<file path="src/rtl/demux12_4bit_buf.sv">
// -----------------------------------------------------------------------------
// demux12_4bit_buf
//
// Registered 1-to-2 demultiplexer with a small FIFO on each output channel.
// One valid/ready input stream carries a word plus a select bit. The select
// bit steers the word into the FIFO of channel 0 or channel 1. Each channel
// drains independently, so a stalled consumer only holds back words that are
// headed for its own channel.
//
// Parameters
//   WIDTH : data word width in bits
//   DEPTH : FIFO entries per channel (power of two, >= 2)
//   CNT_W : width of the per-channel accepted-word counters (wrap, no saturation)
//
// Ports
//   clk        : rising-edge clock
//   rst_n      : asynchronous active-low reset; clears FIFOs, pointers, counters
//   in_data    : word to route
//   in_sel     : destination channel (0 or 1)
//   in_valid   : in_data/in_sel are valid
//   in_ready   : destination FIFO is not full (combinational from in_sel)
//   out0_data  : head word of channel 0 FIFO (driven from storage only)
//   out0_valid : channel 0 FIFO not empty
//   out0_ready : channel 0 consumer takes the head word
//   out1_data  : head word of channel 1 FIFO
//   out1_valid : channel 1 FIFO not empty
//   out1_ready : channel 1 consumer takes the head word
//   cnt0       : words accepted into channel 0 (modulo 2^CNT_W)
//   cnt1       : words accepted into channel 1 (modulo 2^CNT_W)
// -----------------------------------------------------------------------------
module demux12_4bit_buf #(
    parameter int WIDTH = 4,
    parameter int DEPTH = 2,
    parameter int CNT_W = 8
) (
    input  logic             clk,
    input  logic             rst_n,
    input  logic [WIDTH-1:0] in_data,
    input  logic             in_sel,
    input  logic             in_valid,
    output logic             in_ready,
    output logic [WIDTH-1:0] out0_data,
    output logic             out0_valid,
    input  logic             out0_ready,
    output logic [WIDTH-1:0] out1_data,
    output logic             out1_valid,
    input  logic             out1_ready,
    output logic [CNT_W-1:0] cnt0,
    output logic [CNT_W-1:0] cnt1
);

    localparam int PTR_W = $clog2(DEPTH);
    localparam int OCC_W = PTR_W + 1;
    localparam int NCH   = 2;

    // Per-channel state, indexed by channel number.
    logic [WIDTH-1:0] mem_q    [NCH][DEPTH];
    logic [WIDTH-1:0] mem_d    [NCH][DEPTH];
    logic [PTR_W-1:0] wr_ptr_q [NCH];
    logic [PTR_W-1:0] wr_ptr_d [NCH];
    logic [PTR_W-1:0] rd_ptr_q [NCH];
    logic [PTR_W-1:0] rd_ptr_d [NCH];
    logic [OCC_W-1:0] occ_q    [NCH];
    logic [OCC_W-1:0] occ_d    [NCH];
    logic [CNT_W-1:0] cnt_q    [NCH];
    logic [CNT_W-1:0] cnt_d    [NCH];

    logic [NCH-1:0] full;
    logic [NCH-1:0] out_valid;
    logic [NCH-1:0] out_ready;
    logic [NCH-1:0] push;
    logic [NCH-1:0] pop;

    // -------------------------------------------------------------------------
    // Handshake decode.
    // Full is judged on the registered occupancy only, so a pop in the same
    // cycle never opens a slot for the incoming word: no pass-through path.
    // -------------------------------------------------------------------------
    always_comb begin
        // NOTE: every signal written here gets a value before any branch;
        // combinational blocks use blocking '=' so later lines see earlier results.
        full      = '0;
        out_valid = '0;
        push      = '0;
        pop       = '0;
        out_ready = {out1_ready, out0_ready};

        for (int ch = 0; ch < NCH; ch++) begin
            full[ch]      = (occ_q[ch] == OCC_W'(DEPTH));
            out_valid[ch] = (occ_q[ch] != '0);
        end

        in_ready = ~full[in_sel];

        for (int ch = 0; ch < NCH; ch++) begin
            // in_sel only matters when in_valid is high.
            push[ch] = in_valid & in_ready & (in_sel == 1'(ch));
            pop[ch]  = out_valid[ch] & out_ready[ch];
        end
    end

    // -------------------------------------------------------------------------
    // Next-state: storage write, pointer advance, occupancy and counters.
    // Pointers are PTR_W bits wide, so with DEPTH a power of two the +1
    // wraps modulo DEPTH on its own.
    // -------------------------------------------------------------------------
    always_comb begin
        mem_d    = mem_q;
        wr_ptr_d = wr_ptr_q;
        rd_ptr_d = rd_ptr_q;
        occ_d    = occ_q;
        cnt_d    = cnt_q;

        for (int ch = 0; ch < NCH; ch++) begin
            if (push[ch]) begin
                mem_d[ch][wr_ptr_q[ch]] = in_data;
                wr_ptr_d[ch]            = wr_ptr_q[ch] + PTR_W'(1);
                cnt_d[ch]               = cnt_q[ch] + CNT_W'(1);
            end
            if (pop[ch]) begin
                rd_ptr_d[ch] = rd_ptr_q[ch] + PTR_W'(1);
            end
            // Push and pop together leave occupancy unchanged.
            occ_d[ch] = occ_q[ch] + OCC_W'(push[ch]) - OCC_W'(pop[ch]);
        end
    end

    // -------------------------------------------------------------------------
    // State registers.
    // -------------------------------------------------------------------------
    always_ff @(posedge clk or negedge rst_n) begin
        if (!rst_n) begin
            for (int ch = 0; ch < NCH; ch++) begin
                // NOTE: storage is cleared too, so the head word reads 0 after
                // reset and no stale word survives a mid-transfer reset.
                for (int i = 0; i < DEPTH; i++) begin
                    mem_q[ch][i] <= '0;
                end
                wr_ptr_q[ch] <= '0;
                rd_ptr_q[ch] <= '0;
                occ_q[ch]    <= '0;
                cnt_q[ch]    <= '0;
            end
        end else begin
            mem_q    <= mem_d;
            wr_ptr_q <= wr_ptr_d;
            rd_ptr_q <= rd_ptr_d;
            occ_q    <= occ_d;
            cnt_q    <= cnt_d;
        end
    end

    // -------------------------------------------------------------------------
    // Outputs: head word comes straight from storage, never from in_data.
    // -------------------------------------------------------------------------
    assign out0_data  = mem_q[0][rd_ptr_q[0]];
    assign out1_data  = mem_q[1][rd_ptr_q[1]];
    assign out0_valid = out_valid[0];
    assign out1_valid = out_valid[1];
    assign cnt0       = cnt_q[0];
    assign cnt1       = cnt_q[1];

endmodule

</file>
<file path="config.mk">
export PLATFORM = sky130hd
export DESIGN_NAME = demux12_4bit_buf
export DESIGN_NICKNAME = d
export VERILOG_FILES = /design/src/rtl/demux12_4bit_buf.sv
export SDC_FILE = /design/constraint.sdc
export NUM_CORES = 1
export LEC_CHECK = 0
export BUFFER_PORTS_ARGS = -buffer_cell sky130_fd_sc_hd__buf_2
export CORE_ASPECT_RATIO = 0.75
export CORE_UTILIZATION = 28
export DETAILED_ROUTE_END_ITERATION = 10
export PLACE_DENSITY = 0.56
export SYNTH_ARGS = -nofsm -noshare
export SYNTH_HDL_FRONTEND = slang
export SYNTH_SLANG_ARGS = --single-unit
</file>
<file path="constraint.sdc">
create_clock -name clk -period 4 [get_ports clk]
set_clock_uncertainty 0.15 [all_clocks]
set_input_delay 0.2 -clock clk [delete_from_list [all_inputs] [get_ports clk]]
set_output_delay 0.2 -clock clk [all_outputs]
set_load 0.01 [all_outputs]
</file>
==> impl_results.md, run 1 <==
- Status: finished clean
- ANT nets after route: 0
- Worst EP arrival: approximately 2.0 ns
- Final WL: 3280 um
- FILL cells: 666
- GRT Residual Overflow: 0
- Clock-pin slew on the worst setup and hold paths: 0.08 ns
- Iteration-0 DRC Markers: 18
- Max Root-Sink Buffers: 2
- Hold_sp: in_data[1]
- Core area: 6380 um2
- First-pass GRT wire length: 5570 um
- Layout cell share with drive strength beyond 1: 0.438
- Final setup vio count: 0
- Worst path slowest cell: dfrtp_1
- DRC viols: 0
- Leak Pwr: 1.05 nW
- Post-synth EDFFs: 0
- Vias/cell: approximately 4.3
- CTS tree: done
- Most common cell after layout, fill and taps aside: dfrtp_1
- Relative slew slack: 0.401
- FF-to-FF path depth: 7
- Hold Path Depth: 2
- Largest net degree at the start of global routing: 41
- Crit-path cells: or2_2 -> and2_1 -> ha_1 -> inv_1 -> ha_1 -> xnor2_1 -> xnor2_1
- Worst reg2reg setup slack: 2.07 ns
- Max stage delay on crit path: 0.42 ns
- Setup bufs post-CTS: 0
- IO Port Bufs: 36
- Syn Nets: 150
- Seq/Total Area, Yosys: 0.535
- Antenna violations before repair: 0
- Clk root buf: clkbuf_8
- R2R Path Start: occ_q[0]
- Hold WC Path Type: in2reg
- Maximum vdd drop: ~0.26 mV
- Tmin final: 1.93 ns
- Crit Path Category: reg2reg
- Width of the die: roughly 96 um
- Detailed-router iteration count before antenna repair: 4
- Startpoint class of the critical path: register
- Most frequent cells in the layout: dfrtp_1 (40), buf_2 (36), mux2_2 (20)
- CTS buffer count: 5
- Die area: 7010 um2
- Site Rows: 25
- Via count: 1,107
- Ports: 37
- R2r endpoint: occ_q[1]
- Pwr/cell area: about 740 nW/um2
- Vias in the first global route: 1,109
- Max-slew violations: 0
- Setup TNS: 0 ns
- Synthesis-to-layout area growth: 19.8%
- RSZ-0062 raised after global routing: no
- WHS: 0.0520 ns
- Clock tree sinks: 40
- Final period utilization: 0.482
- Final #Nets: 193
- CP required: 4.06 ns
- Async set-reset flop share out of synthesis: 1.00
- FF+latch count, synth: 40
- All-Layer GR Usage: 0.107
- Hold Path End: mem_q[5]
- Placed wire-length estimate: approximately 2400 um
- Post-Syn Area: 1870 um2
- Ant. Diodes: 0
- Crit path capture type: register
- CP max FO: 3
- Gpl congestion: 0.683
- Synth warn: 0
- Fmax: 518 MHz
- Worst Max-Slew Pin Slew: 0.898 ns
- Final count of hold timing violations: 0
- Most used DFF post-synth: dfrtp_1
- Max Cap Viol: 0
- Die Y: 72.8 um
- Syn Area/Cell: roughly 14 um2
- WL per Instance: 12.7 um
- Worst-Skew Late Latency: 0.28 ns
- H-tree levels: 2
- Synthesized netlist cell count: 134
- Initial core utilization: 0.293
- Yosys cell types: 26
-- flip-flops by register name, summed over array words and instances, names as in the netlist --
signal    cells
cnt1          8
cnt0          8
mem_q        16
wr_ptr_q      2
occ_q         4
rd_ptr_q      2
-- cells in the mapped netlist, types with 2 or more instances --
cell type	instances	area, um2
dfrtp_1	40	1000
mux2_2	20	225
xnor2_1	17	149
nand4_1	7	43.8
ha_1	6	75.1
nand2_1	6	22.5
mux2_4	5	75.1
xor2_1	5	43.8
nand3_1	4	20.0
and2_1	3	18.8
inv_1	3	11.3
nor2_8	2	40.0
nor2b_4	2	27.5
or2_2	2	12.5
-- stage by stage --
step | cells | util | power, mW | area (um2) | setup WS (ns)
final | 259 | 0.351 | 1.65 | 2240 | 2.07
after global routing | 259 | 0.351 | 1.79 | 2240 | 1.97
after CTS | 259 | 0.351 | 1.68 | 2240 | 2.04
after detailed placement | 250 | 0.335 | 1.40 | 2140 | 2.06
after global placement | 250 | 0.335 | 1.39 | 2140 | 2.11
after floorplan | 134 | - | 1.18 | 1870 | 2.09
-- worst max-delay path: cells and delay by family, from the launching register on --
kind	cells	cell delay, ns
adders and majority gates	2	0.45
buffers and inverters	1	0.04
DFF	1	0.42
xor gates and xnor gates	2	0.30
and+or+nand+nor	2	0.50
-- power breakdown --
part / leakage [nW] / internal, mW / switching, mW
clock: 0.0455 / 0.141 / 0.129
sequential: 0.490 / 0.578 / 0.168
combinational: 0.516 / 0.363 / 0.270
total: 1.05 / 1.08 / 0.567
-- worst max-delay path by stage --
stage,start,endpoint,slack (ns),depth (start not counted)
final,occ_q[0],occ_q[1],2.07,7
after global routing,occ_q[0],occ_q[1],1.97,7
after CTS,occ_q[0],occ_q[1],2.04,7
after detailed placement,occ_q[0],occ_q[1],2.06,7
after global placement,occ_q[3],occ_q[3],2.11,7
after floorplan,occ_q[0],occ_q[1],2.09,7
-- routing by layer --
| metal | wire (um) | track usage | vias to the layer above |
|---|---|---|---|
| met3 | 214 | 0.0375 | 2 |
| met1 | 1700 | 0.158 | 531 |
| met2 | 1350 | 0.143 | 24 |
| li1 | - | - | 550 |
| met4 | 15 | 0.0343 | 0 |
| met5 | 0 | 0 | - |
-- logic make-up (layout without fill, tap and decap cells) --
logic type | count (synthesis) | after routing | share of synthesized area
flops | 40 | 40 | 0.535
simple gates | 35 | 35 | 0.140
mux | 25 | 25 | 0.161
xor+xnor | 22 | 22 | 0.103
fa+ha+maj | 6 | 6 | 0.0402
buf+inv | 5 | 49 | 0.0181
compound gates | 1 | 1 | 0.00267
-- area by class of cell --
cell class / instances / area, um2 / share of cell area
multi-input cells: 89 / 835 / 0.373
inverters: 4 / 22.5 / 0.0101
flip-flops and latches: 40 / 1000 / 0.447
clock buffers: 8 / 90.1 / 0.0402
repair buffers: 37 / 190 / 0.0849
well taps: 81 / 101 / 0.0453
-- repair_timing --
action | in CTS | in global routing
setup endpoints to repair | 0 | 0
hold endpoints to repair | 40 | 0
resized for setup | 0 | 0
hold buffers | 1 | 0
No activity file was read; power rests on OpenSTA's default activity.
==> run 2, diff against run 1 <==
ABC_AREA = 1   (was unset)
PLACE_DENSITY = 0.57   (was 0.56)
clock period = 1.6 ns   (was 4 ns; I/O delays follow)
==> run 2 against run 1 <==
Combinational power rose to 3.3 times the previous value. Cell count up 55%. Sequential share of layout area down 7.3 points. Worst hold slack better by 0.072 ns. Non-clock buffer count up 19. First-iteration DRC count rose to 3.8 times the previous value. Wire length up 28%. Area after synthesis up 12%. Global-route usage up 1.2 points. Count of clock-buffer cells in the layout down 3. Critical endpoint is now occ_q[3].
==> impl_results.md, run 2 <==
- Core area: 7030 um2 (+10%)
- WL per Instance: 10.5 um (-17%)
- IO Port Bufs: 36 (unchanged)
- Final WL: 4190 um (+28%)
- Pwr/cell area: 1730 nW/um2 (+130%)
- Fmax: 634 MHz (+22%)
- Crit Path Category: reg2reg
- Register with the most flip-flops: mem_q
- Placement Cell Area: 2450 um2 (+15%)
- Crit-path cells: or2_4 -> nand2_4 -> inv_2 -> ha_4 -> inv_1 -> ha_2 -> xnor2_1
- WHS: 0.124 ns (+0.0720 ns)
- Most frequent cells in the layout: nand2_1 (76), dfrtp_1 (40), buf_2 (36)
- CP max FO: 3 (unchanged)
- Relative slew slack: 0.780 (+0.379)
- Synthesized netlist cell count: 244 (+82%)
- ANT nets after route: 0 (unchanged)
- Hold WC Path Type: in2async
- Vias/cell: 4.24 (-0.75%)
- First-pass GRT wire length: 7410 um (+33%)
- Status: finished clean
- Most used DFF post-synth: dfrtp_1
- Maximum vdd drop: 0.745 mV (+190%)
- GRT Residual Overflow: 0 (unchanged)
- GRT busiest layer: met2
- Most frequent cell after synthesis: nand2_1
- Seq/Total Area, Yosys: 0.478 (-0.0570)
- Final count of hold timing violations: 0 (unchanged)
- Antenna violations before repair: 0 (unchanged)
- Total power: 4.62 mW (+180%)
- Yosys cell types: 24 (-7.7%)
- Gpl congestion: 0.718 (+5.2%)
- Grt met3 use: 0.0392 (+0.00170)
- Clk root buf: clkbuf_8
- Max reg flops: 16 (unchanged)
- Final #Nets: 318 (+65%)
- Max Root-Sink Buffers: 2 (unchanged)
- Synth warn: 0 (unchanged)
- Crit path capture type: register
- Max-slew violations: 0 (unchanged)
- CP required: 1.63 ns (-2.43 ns)
- DRC viols: 0 (unchanged)
- Post-synth top area share: 0.478 (-0.0570)
- M1 GR Usage: 0.154 (-0.00405)
- Width of the die: 102 um (+5.7%)
- Max stage delay on crit path: 0.40 ns (-0.02 ns)
- Syn Area/Cell: 8.57 um2 (-39%)
- Tmin final: 1.58 ns (-0.353 ns)
- Startpoint class of the critical path: register
- Post-synth top cells: nand2_1 (79), dfrtp_1 (40), inv_1 (35)
- All-Layer GR Usage: 0.119 (+0.0121)
- Clock tree sinks: 40 (unchanged)
- Largest net degree at the start of global routing: 41 (unchanged)
- Via count: 1,701 (+54%)
- Site Rows: 26 (+4.0%)
- Buf/Inv on CP: 2 (+1)
- Worst Setup SP: occ_q[2]
- Placed wire-length estimate: 3020 um (+26%)
- Die Y: 76.9 um (+5.6%)
- Worst-Skew Late Latency: 0.29 ns (about the same)
- Synthesis-to-layout area growth: 28.1%
- CTS buffer count: 5 (unchanged)
- Top cell type by total area after synthesis: dfrtp_1
- Initial core utilization: 0.298 (+0.00478)
- Async set-reset flop share out of synthesis: 1.00 (unchanged)
- Ant. Diodes: 0 (unchanged)
- FF+latch count, synth: 40 (unchanged)
- Ports: 37 (unchanged)
- Post-synth EDFFs: 0 (unchanged)
- Worst EP arrival: 1.61 ns (-0.38 ns)
- Grt met2 use: 0.189 (+0.0458)
- Iteration-0 DRC Markers: 69 (+51)
- Vias in the first global route: 1,628 (+47%)
- Most common cell after layout, fill and taps aside: nand2_1
- Leak Pwr: 1.34 nW (+28%)
- Detailed-router iteration count before antenna repair: 4 (unchanged)
- H-tree levels: 2 (unchanged)
- Die area: 7820 um2 (+12%)
- Worst Max-Slew Pin Slew: 0.328 ns (-0.570 ns)
- CTS tree: done
- Worst path slowest cell: dfrtp_1
- Clock-pin slew on the worst setup and hold paths: 0.08 ns (about the same)
- Post-Syn Area: 2090 um2 (+12%)
- Max Cap Viol: 0 (unchanged)
- RSZ-0062 raised after global routing: yes
- Final period utilization: 0.985 (+0.503)
- Top post-synthesis cells by area: dfrtp_1 (48%), nand2_1 (14%), inv_1 (6.3%)
- Post-route cell area: 2680 um2 (+20%)
- R2R Path Start: occ_q[2]
- Syn Nets: 260 (+73%)
- Layout cell share with drive strength beyond 1: 0.261 (-0.177)
- Final setup vio count: 0 (unchanged)
- Critical path's top delay family: flip-flops
-- run 2: cell types whose count changed in the layout (fill, tap and decap cells not counted), moves of 6 or more --
cell and delta:
inv_1 +29, nand2_1 +70, o21bai_1 +8, o21ai_0 +18
xnor2_1 -8, mux2_2 -20, dlygate4sd3_1 +6, buf_4 +10
nor2_1 +10, o21ai_1 +6
-- run 2: report_power, final --
group          switching, mW  internal (mW)  total [mW]
clock network          0.370          0.304       0.674
logic                   1.11          0.997        2.11
registers              0.378           1.46        1.84
total                   1.86           2.76        4.62
-- run 2: final timing paths --
check | endpoint | slack, ns | cells past startpoint
min | cnt0[0] | 0.12 | 3
max in group asynchronous | mem_q[5] | 0.96 | 3
max reg2reg | occ_q[3] | 0.02 | 7
min reg2reg | mem_q[1] | 0.34 | 2
min in group clk | cnt1[0] | 0.12 | 4
max | occ_q[3] | 0.02 | 7
-- run 2: per-layer routing --
layer / part of all wire / up-vias
met2: 0.46 / 39
met3: 0.057 / 5
met1: 0.48 / 788
met5: 0 / -
met4: 0.0055 / 0
li1: - / 869
-- run 2: cell type report --
cell class	instances	area, um2
clock buffers	5	68.8
clock inverters	3	18.8
fillers	755	4350
inverters	36	138
multi-input cells	163	963
flip-flops and latches	40	1000
well taps	98	123
repair buffers	56	368
-- run 2: kinds of logic after synthesis --
| kind of cell | after synthesis | share of synthesized area |
|---|---|---|
| and+or+nand+nor | 110 | 0.241 |
| DFF | 40 | 0.478 |
| xor gates and xnor gates | 14 | 0.0622 |
| buffers and inverters | 41 | 0.0921 |
| AOI/OAI and AO/OA | 33 | 0.0903 |
| adders and majority gates | 6 | 0.0359 |
-- run 2: stage by stage --
stage	cells	setup slack [ns]	utilization	TNS (ns)
after floorplan	244	-0.0367	-	-0.0427
after global placement	381	0.0144	0.349	0
after detailed placement	381	-0.00705	0.349	-0.0119
after CTS	400	0.00520	0.376	0
after global routing	401	-0.0266	0.381	-0.0483
final	401	0.0235	0.381	0
-- run 2: tightest hold or removal path, cell delays in order --
cell and delay, ns:
dlygate4sd3_1 0.52, buf_2 0.12, buf_12 0.22
-- run 2: what timing repair did --
item	in CTS	in global routing
endpoints found under the hold margin	58	0
hold buffers	7	0
gates resized for setup	1	8
pin swaps	1	6
buffers inserted	4	1
setup endpoints to repair	2	8
==> run 3, diff against run 2 <==
REMOVE_ABC_BUFFERS = 1   (was unset)
==> run 3 against run 2 <==
Via count fell by 2.1%. Largest cell class unchanged. Worst hold slack got worse by 0.020 ns. Setup slack worse by 0.018 ns. Clock power rose by 4.2%. Sequential power is essentially flat.
==> impl_results.md, run 3 (synthesized netlist as in run 2, its figures left out) <==
- Status: finished clean
- Clock tree sinks: 40 (unchanged)
- Reg area: 1000 um2 (unchanged)
- WL per Instance: 10.9 um (+4.7%)
- Leak Pwr: 1.34 nW (about the same)
- Max Root-Sink Buffers: 2 (unchanged)
- First-pass GRT wire length: 7690 um (+3.8%)
- Clk root buf: clkbuf_8
- Final WL: 4390 um (+4.7%)
- Worst Max-Slew Pin Slew: 0.531 ns (+0.203 ns)
- Wl on met1: 2200 um (+10%)
- Initial core utilization: 0.298 (unchanged)
- Largest net degree at the start of global routing: 41 (unchanged)
- Relative slew slack: 0.646 (-0.134)
- Vias in the first global route: 1,636 (+0.49%)
- Startpoint class of the critical path: register
- Core area: 7030 um2 (unchanged)
- Most common cell after layout, fill and taps aside: nand2_1
- RSZ-0062 raised after global routing: yes
- Hold WC Path Type: in2reg
- Worst-Skew Late Latency: 0.29 ns (about the same)
- Detailed-router iteration count before antenna repair: 4 (unchanged)
- Register with the most flip-flops: mem_q
- Worst EP arrival: 1.63 ns (+0.02 ns)
- CTS buffer count: 5 (unchanged)
- Hold_sp: out0_ready
- Most common cell on crit path: ha_4
- Max reg flops: 16 (unchanged)
- Pwr/cell area: 1770 nW/um2 (+2.5%)
- Final period utilization: 0.997 (+0.0114)
- DRC viols: 0 (unchanged)
- R2R Path Start: occ_q[3]
- Hold Path End: rd_ptr_q[1]
- Placed wire-length estimate: 3020 um (+0.18%)
- Gpl congestion: 0.741 (+3.1%)
- Hold Path Depth: 5
- Final worst-path setup slack: 0.00534 ns (-0.0182 ns)
- Synthesis-to-layout area growth: 28.8%
- Met2 Routed Length: 1950 um (+1.2%)
- Vias/cell: 4.15 (-2.1%)
- Area used by multi-input combinational logic: 981 um2 (+1.8%)
- Max-slew violations: 0 (unchanged)
- Site Rows: 26 (unchanged)
- Width of the die: 102 um (unchanged)
- Final setup vio count: 0 (unchanged)
- Crit-path cells: or2_4 -> nand2_4 -> inv_4 -> ha_4 -> inv_2 -> ha_4 -> xnor2_1
- Die area: 7820 um2 (unchanged)
- Post-Layout Cell Count: 401 (unchanged)
- R2r endpoint: occ_q[3]
- Most frequent cells in the layout: nand2_1 (76), dfrtp_1 (40), buf_2 (36)
- Crit path capture type: register
- All-Layer GR Usage: 0.127 (+0.00853)
- IO Port Bufs: 36 (unchanged)
- Maximum vdd drop: 0.687 mV (-7.8%)
- Worst path slowest cell: dfrtp_1
- Crit Path Category: reg2reg
- Max stage delay on crit path: 0.40 ns (about the same)
- Via count: 1,666 (-2.1%)
- Iteration-0 DRC Markers: 43 (-38%)
- Met3 Wirelength: 172 um (-27%)
- CP required: 1.63 ns (about the same)
- Die Y: 76.9 um (unchanged)
- Tmin final: 1.59 ns (+0.0182 ns)
- ANT nets after route: 0 (unchanged)
- Setup TNS: 0 ns (unchanged)
- Ports: 37 (unchanged)
- Worst reg2reg setup slack: 0.005 ns (-0.02 ns)
- Fmax: 627 MHz (-1.1%)
- CP max FO: 2 (-1)
- Antenna violations before repair: 0 (unchanged)
- Max Cap Viol: 0 (unchanged)
- CTS tree: done
- Layout cell share with drive strength beyond 1: 0.267 (+0.00660)
- Ant. Diodes: 0 (unchanged)
- GRT Residual Overflow: 0 (unchanged)
- Clock-pin slew on the worst setup and hold paths: 0.08 ns (about the same)
- H-tree levels: 2 (unchanged)
- Place WS: -0.112 ns (-0.105 ns)
- FF-to-FF path depth: 7 (unchanged)
- Highest Signal Layer: met4
- Placed insts: 382 (+0.26%)
- FILL cells: 738 (-2.3%)
- Final count of hold timing violations: 0 (unchanged)
- Final #Nets: 318 (unchanged)
-- run 3: worst max-delay path by stage --
stage                     slack, ns       end  cells after the start  startpoint
after global routing          -0.04  occ_q[3]                      7    occ_q[3]
final                         0.005  occ_q[3]                      7    occ_q[3]
after detailed placement      -0.11  occ_q[3]                      7    occ_q[3]
after floorplan               -0.15  occ_q[3]                      6    occ_q[3]
after global placement        -0.06  occ_q[3]                      7    occ_q[3]
after CTS                     0.002  occ_q[3]                      7    occ_q[2]
-- run 3: per-stage QoR --
step	hold slack (ns)	util	cell area (um2)	total power [mW]
5_1_grt	0.114	0.384	2700	5.25
3_5_place_dp	0.0371	0.343	2410	3.78
2_1_floorplan	-0.366	-	2040	3.03
6_report	0.104	0.384	2700	4.77
4_1_cts	0.0691	0.372	2620	4.64
3_3_place_gp	0.0342	0.343	2410	3.73
-- run 3: report_power, final --
group	internal, mW	switching, mW	total, mW
Sequential	1.46	0.386	1.85
Combinational	1.06	1.16	2.22
Clock	0.352	0.350	0.702
Total	2.87	1.90	4.77
-- run 3: final cells by class --
| class | count | area share |
|---|---|---|
| Sequential cell | 40 | 0.371 |
| Multi-Input combinational cell | 163 | 0.364 |
| Timing Repair Buffer | 56 | 0.134 |
| Inverter | 36 | 0.0520 |
| Tap cell | 98 | 0.0455 |
| Clock buffer | 8 | 0.0334 |
-- run 3: per-layer routing --
metal  global-route usage  up-vias
li1                     -      871
met1                0.177      765
met2                0.188       25
met3               0.0392        5
met4               0.0386        0
met5                    0        -
-- run 3: timing repair --
item	in CTS	in global routing
endpoints found under the setup margin	4	31
gates resized for setup	10	16
pin swaps	3	9
hold buffers	6	0
buffers inserted	3	2
endpoints found under the hold margin	57	0
-- run 3: worst max-delay path, delay by kind of cell, from the launching register on --
family / cells / cell delay [ns]
xor+xnor: 1 / 0.11
simple gates: 2 / 0.36
flops: 1 / 0.40
buf+inv: 2 / 0.07
fa+ha+maj: 2 / 0.39
